[src/rtl/tone_synth_if.sv]
// Control and sample bundle between the sound/volume logic and tone_synth.
// The master drives the note/volume controls; the slave (tone_synth) returns samples.
interface tone_synth_if #(
  parameter int DIV_W = 26
);
  logic [2:0]         volume;
  logic               mute;
  logic [DIV_W-1:0]   note_div_left;
  logic [DIV_W-1:0]   note_div_right;
  logic signed [15:0] audio_left;
  logic signed [15:0] audio_right;

  modport master (
    output volume, mute, note_div_left, note_div_right,
    input  audio_left, audio_right
  );

  modport slave (
    input  volume, mute, note_div_left, note_div_right,
    output audio_left, audio_right
  );
endinterface

[src/rtl/tone_synth.sv]
// Two-channel square-wave tone generator with slew-limited amplitude.
// Each channel runs its own half-period oscillator; a shared tick ramps amplitude toward target.
module tone_synth #(
  parameter int DIV_W     = 26,
  parameter int MAX_DIV   = 1_000_000,
  parameter int RAMP_DIV  = 1024,
  parameter int RAMP_STEP = 16
) (
  input  logic         clk,
  input  logic         rst,
  tone_synth_if.slave  bus
);

  localparam int                RCNT_W    = (RAMP_DIV > 1) ? $clog2(RAMP_DIV) : 1;
  localparam logic [RCNT_W-1:0] RCNT_LAST = RCNT_W'(RAMP_DIV - 1);
  localparam logic [DIV_W-1:0]  MAX_DIV_V = DIV_W'(MAX_DIV);
  localparam logic [14:0]       STEP      = 15'(RAMP_STEP);

  function automatic logic sounding(input logic [DIV_W-1:0] div);
    return (div != '0) && (div <= MAX_DIV_V);
  endfunction

  function automatic logic [14:0] level_amp(input logic [2:0] vol);
    case (vol)
      3'd0:    return 15'h0000;
      3'd1:    return 15'h0600;
      3'd2:    return 15'h0C00;
      3'd3:    return 15'h1800;
      3'd4:    return 15'h2400;
      default: return 15'h3000;
    endcase
  endfunction

  // Step toward the target, snapping to it once the remaining gap is under one step.
  function automatic logic [14:0] ramp_next(input logic [14:0] amp, input logic [14:0] tgt);
    if (tgt > amp)
      return ((tgt - amp) < STEP) ? tgt : amp + STEP;
    else if (amp > tgt)
      return ((amp - tgt) < STEP) ? tgt : amp - STEP;
    else
      return amp;
  endfunction

  function automatic logic signed [15:0] to_sample(input logic ph, input logic [14:0] amp);
    logic signed [15:0] mag;
    mag = signed'({1'b0, amp});
    return ph ? mag : -mag;
  endfunction

  logic [RCNT_W-1:0] r_rcnt;
  logic [DIV_W-1:0]  r_cnt_l_p0, r_cnt_r_p0;
  logic              r_ph_l_p0, r_ph_r_p0;
  logic [14:0]       r_amp_l_p0, r_amp_r_p0;

  logic              w_tick;
  logic              w_snd_l, w_snd_r;
  logic [14:0]       w_tgt_l, w_tgt_r;

  always_comb begin
    w_tick  = (r_rcnt == RCNT_LAST);
    w_snd_l = sounding(bus.note_div_left);
    w_snd_r = sounding(bus.note_div_right);
    w_tgt_l = (bus.mute || !w_snd_l) ? 15'h0000 : level_amp(bus.volume);
    w_tgt_r = (bus.mute || !w_snd_r) ? 15'h0000 : level_amp(bus.volume);
  end

  always_ff @(posedge clk or posedge rst) begin
    if (rst)         r_rcnt <= '0;
    else if (w_tick) r_rcnt <= '0;
    else             r_rcnt <= r_rcnt + RCNT_W'(1);
  end

  // Stage p0: oscillators and amplitude ramps
  always_ff @(posedge clk or posedge rst) begin
    if (rst) begin
      r_cnt_l_p0 <= '0;
      r_ph_l_p0  <= 1'b0;
    end else if (w_snd_l) begin
      if (r_cnt_l_p0 >= bus.note_div_left - DIV_W'(1)) begin
        r_cnt_l_p0 <= '0;
        r_ph_l_p0  <= ~r_ph_l_p0;
      end else begin
        r_cnt_l_p0 <= r_cnt_l_p0 + DIV_W'(1);
      end
    end else begin
      r_cnt_l_p0 <= '0;
    end
  end

  always_ff @(posedge clk or posedge rst) begin
    if (rst) begin
      r_cnt_r_p0 <= '0;
      r_ph_r_p0  <= 1'b0;
    end else if (w_snd_r) begin
      if (r_cnt_r_p0 >= bus.note_div_right - DIV_W'(1)) begin
        r_cnt_r_p0 <= '0;
        r_ph_r_p0  <= ~r_ph_r_p0;
      end else begin
        r_cnt_r_p0 <= r_cnt_r_p0 + DIV_W'(1);
      end
    end else begin
      r_cnt_r_p0 <= '0;
    end
  end

  always_ff @(posedge clk or posedge rst) begin
    if (rst) begin
      r_amp_l_p0 <= '0;
      r_amp_r_p0 <= '0;
    end else if (w_tick) begin
      r_amp_l_p0 <= ramp_next(r_amp_l_p0, w_tgt_l);
      r_amp_r_p0 <= ramp_next(r_amp_r_p0, w_tgt_r);
    end
  end

  // Stage p1: registered signed samples
  always_ff @(posedge clk or posedge rst) begin
    if (rst) begin
      bus.audio_left  <= '0;
      bus.audio_right <= '0;
    end else begin
      bus.audio_left  <= to_sample(r_ph_l_p0, r_amp_l_p0);
      bus.audio_right <= to_sample(r_ph_r_p0, r_amp_r_p0);
    end
  end

endmodule

[src/flat_wrapper.sv]
// flat-port wrapper written by rule: the top's interface ports become plain ports
module tone_synth_flat 
#(
  parameter int DIV_W     = 26,
  parameter int MAX_DIV   = 1_000_000,
  parameter int RAMP_DIV  = 1024,
  parameter int RAMP_STEP = 16
)
  (clk, rst, bus_volume, bus_mute, bus_note_div_left, bus_note_div_right, bus_audio_left, bus_audio_right);
  tone_synth_if #(.DIV_W(DIV_W)) bus_i ();
  input  logic clk;
  input  logic rst;
  input wire logic [$bits(bus_i.volume)-1:0] bus_volume;
  input wire logic [$bits(bus_i.mute)-1:0] bus_mute;
  input wire logic [$bits(bus_i.note_div_left)-1:0] bus_note_div_left;
  input wire logic [$bits(bus_i.note_div_right)-1:0] bus_note_div_right;
  output wire logic [$bits(bus_i.audio_left)-1:0] bus_audio_left;
  output wire logic [$bits(bus_i.audio_right)-1:0] bus_audio_right;
  assign bus_i.volume = bus_volume;
  assign bus_i.mute = bus_mute;
  assign bus_i.note_div_left = bus_note_div_left;
  assign bus_i.note_div_right = bus_note_div_right;
  assign bus_audio_left = bus_i.audio_left;
  assign bus_audio_right = bus_i.audio_right;
  tone_synth #(.DIV_W(DIV_W), .MAX_DIV(MAX_DIV), .RAMP_DIV(RAMP_DIV), .RAMP_STEP(RAMP_STEP)) u_core (.clk(clk), .rst(rst), .bus(bus_i));
endmodule
[config.mk]
export PLATFORM = sky130hd
export DESIGN_NAME = tone_synth_flat
export DESIGN_NICKNAME = d
export VERILOG_FILES = /design/src/rtl/tone_synth_if.sv /design/src/rtl/tone_synth.sv /design/src/flat_wrapper.sv
export SDC_FILE = /design/constraint.sdc
export NUM_CORES = 1
export LEC_CHECK = 0
export ABC_AREA = 1
export ABC_CLOCK_PERIOD_IN_PS = 5100
export CAP_MARGIN = 25
export CELL_PAD_IN_SITES_DETAIL_PLACEMENT = 0
export CELL_PAD_IN_SITES_GLOBAL_PLACEMENT = 1
export CORE_MARGIN = 3
export CORE_UTILIZATION = 43
export DETAILED_ROUTE_END_ITERATION = 8
export PLACE_DENSITY = 0.82
export SETUP_SLACK_MARGIN = 0.15
export SLEW_MARGIN = 20
export SYNTH_ARGS = -nofsm -noshare
export SYNTH_HDL_FRONTEND = slang
export SYNTH_SLANG_ARGS = --single-unit
export TNS_END_PERCENT = 100
[constraint.sdc]
create_clock -name clk -period 5.1 [get_ports clk]
set_input_delay 1.02 -clock clk [delete_from_list [all_inputs] [get_ports clk]]
set_output_delay 1.02 -clock clk [all_outputs]
set_load 0.03 [all_outputs]
==> key figures <==
Outcome
  • Outcome: finished, final reports clean

CTS
  • Cts bufs inserted: 9
  • Clk sink count: 110
  • Worst skew pair latency: 360 ps
  • Clock Root Buffer: clkbuf_16
  • Setup bufs post-CTS: 0
  • Cts hold-fix bufs: 0
  • CTS H-Tree Depth: 3
  • CTS max path bufs: 2
  • Post-cts resize count: 0
  • Worst-path clk slew: 80 ps
  • CTS tree: built

Power
  • Pleak: 5.50 nW
  • Pwr Density: 147 nW/um^2
  • VDD IR max: 177 uV

Hold path
  • Hold path cells: 1
  • Worst hold path type: reg -> reg
  • Hold path endpoint: u_core.r_rcnt[2]$_DFF_PP0_
  • Hold_sp: u_core.r_rcnt[2]$_DFF_PP0_

Setup path
  • Crit Path Class: in -> reg
  • R2R Setup Slk: 2390 ps
  • Critical path startpoint category: input pin
  • R2r startpoint: u_core.r_amp_r_p0[11]$_DFFE_PP0P_
  • Critical Path AT: 4580 ps
  • Worst r2r dst: u_core.r_amp_r_p0[4]$_DFFE_PP0P_
  • CP endpoint kind: flip-flop
  • Worst-path fanout max: 26
  • Reg2Reg Depth: 13
  • Required @ worst endpoint: 5350 ps

Drt
  • Starting DRC count in detailed routing: 554
  • TritonRoute pass-1 iters: 5
  • Routed length per placed instance: 14.3 um
  • Post-Route WL: 27.7 mm
  • Post-DR vias/cell: 5.18
  • Vias: 10,000
  • ANT nets after route: 0
  • DRC errors left: 0

Global route
  • First-pass GRT wire length: 46.6 mm
  • Largest net degree at the start of global routing: 58
  • Initial antenna violation count: 1
  • Gr usage total: 21.3%
  • Vias in the first global route: 9,701
  • Gr ovfl total: 0

Timing
  • Max frequency: 231 MHz
  • Final setup viols: 0
  • Pins over their slew limit: 0
  • Final Hold Violating Endpoints: 0
  • Worst-Margin Slew: 840 ps
  • Clock skew: 8.48 ps
  • Tmin final: 4330 ps
  • Setup_tns: 0 ps
  • Worst setup margin: 767 ps
  • Max-slew headroom: 43.9%
  • RSZ-0062 raised after global routing: false
  • Final Cycle Share: 85.0%

Yosys
  • Ys async rst share: 100%
  • FF+latch count, synth: 110
  • Cell variety after synth: 50
  • Synth warn: 0
  • Syn Area/Cell: 6.82 sq um
  • Netlist Area Pre-Place: 10,500 sq um
  • Most common flop cell mapped by yosys: dfrtp_1
  • Mapped Cells: 1,541
  • Sequential share of the synthesized area: 26.2%
  • Post-synth EDFFs: 0

Final layout
  • Final nets: 1,761
  • Layout area overhead: 13.2%
  • Share of cells above drive strength 1: 6.67%
  • Fill cell count: 2,429
  • Ant. Diodes: 0

Floorplanning
  • Core Footprint: 23,800 sq um
  • Io pins: 90
  • Die ar.: 26,400 sq um
  • Rows: 56
  • Initial Util: 44.3%
  • Die width: 162 um
  • Die Height: 162 um

Placement
  • Input/output buffers: 81
  • Post-place setup slack: 417 ps
  • Global placement routability congestion: 0.897
  • DP Wirelength: 22.4 mm

Flow run
  • Max capacitance violation total: 0
## Yosys cell counts (4+ instances only)
master	n	area share (%)
a21oi_1	68	3.2
clkbuf_1	7	0.25
nand3_2	11	1.0
inv_2	12	0.43
nor2_2	22	1.3
nor3_2	10	0.95
o21ai_0	48	2.3
o211ai_1	4	0.29
nand2_1	337	12
nand2_2	14	0.83
dfrtp_1	110	26
nor4_1	13	0.77
inv_1	185	6.6
nor2_4	6	0.64
a31oi_1	8	0.48
nor2_1	209	7.5
buf_2	10	0.48
a211oi_1	4	0.29
ha_1	87	10
nand4_1	51	3.0
or2_2	4	0.24
o21a_1	4	0.29
xnor2_1	26	2.2
xor2_1	77	6.4
nor3b_1	4	0.29
o21ai_1	4	0.19
nand3_1	107	5.1
nor3_1	53	2.5
buf_4	11	0.79
## routing by layer
| metal | wire [um] | GRT usage [%] |
|---|---|---|
| met4 | 457 | 4.96 |
| met1 | 13200 | 29.2 |
| met2 | 12800 | 35.6 |
| met5 | 13 | 0 |
| met3 | 1110 | 3.18 |
## state kept, by name, summed over array words and instances, names as in the netlist
signal and flops:
u_core.r_cnt_l_p0 26, u_core.r_cnt_r_p0 26, u_core.bus.audio_left 12, u_core.bus.audio_right 12, u_core.r_amp_l_p0 11, u_core.r_amp_r_p0 11, u_core.r_rcnt 10, u_core.r_ph_l_p0 1
u_core.r_ph_r_p0 1
## stage by stage
| stage | hold WS [ps] | util, % | cell area [sq um] | power (mW) | std cells |
|---|---|---|---|---|---|
| floorplan | 438 | - | 10500 | 0.999 | 1548 |
| global placement | 481 | 48.8 | 11600 | 1.08 | 1921 |
| detailed placement | 482 | 48.9 | 11600 | 1.09 | 1922 |
| CTS | 497 | 50.1 | 11900 | 1.77 | 1937 |
| global route | 513 | 50.1 | 11900 | 1.83 | 1937 |
| finish | 495 | 50.1 | 11900 | 1.76 | 1937 |
## how the worst max path moves through the flow
stage                           from                             endpoint
5_1_grt        bus_note_div_right[0]      u_core.r_cnt_r_p0[21]$_DFF_PP0_
3_3_place_gp   bus_note_div_right[0]      u_core.r_cnt_r_p0[19]$_DFF_PP0_
4_1_cts        bus_note_div_right[0]      u_core.r_cnt_r_p0[19]$_DFF_PP0_
2_1_floorplan                    rst  u_core.bus.audio_left[10]$_DFF_PP0_
6_report       bus_note_div_right[0]      u_core.r_cnt_r_p0[19]$_DFF_PP0_
3_5_place_dp   bus_note_div_right[0]      u_core.r_cnt_r_p0[19]$_DFF_PP0_
## report_power, final
| part | switching [mW] | internal [mW] |
|---|---|---|
| sequential | 0.000256 | 0.871 |
| clock | 0.348 | 0.340 |
| combinational | 0.115 | 0.0810 |
| total | 0.463 | 1.29 |
## layout by cell type (no fill, tap or decap), types with 26 or more instances in the layout
master             n
nor2_1           209
nand2_1          337
xnor2_1           26
nand4_1           51
inv_1            184
dfrtp_1          110
nor3_1            53
ha_1              87
a21oi_1           68
nand3_1          107
o21ai_0           48
xor2_1            77
clkdlybuf4s50_1   81
## logic make-up after synthesis
logic type                 share of synthesized area, %
and+or+nand+nor                                    37.5
buffers and inverters                              8.99
AOI/OAI and AO/OA                                  7.77
DFF                                                26.2
xor gates and xnor gates                           8.58
adders and majority gates                          10.7
muxes                                             0.190
other                                            0.0357
## layout make-up
class                      count  area [sq um]  share of cell area [%]
sequential                   110          2750                    23.1
clock inverter                 6          56.3                   0.473
clock buffer                   9           225                    1.89
inverter                     200           756                    6.35
multi-input combinational   1207          6840                    57.5
timing repair buffer          86           868                    7.30
tap                          319           399                    3.35
## worst max-delay path, cell delays in order
cell and delay, ps:
clkdlybuf4s50_1 410, inv_1 130, ha_1 200, nand2_1 100, nor3_2 180, inv_1 100
nor2_1 170, nand3_1 190, nor3_2 240, nand3_1 120, xor2_1 160, ha_1 270
nand2_1 60, inv_1 80, nand3_1 90, nor4_1 280, nand3_1 120, nand3_1 90
buf_4 290, nor2_1 110, nand2_1 110, nor2_1 40
(Power assumes the default switching activity.)
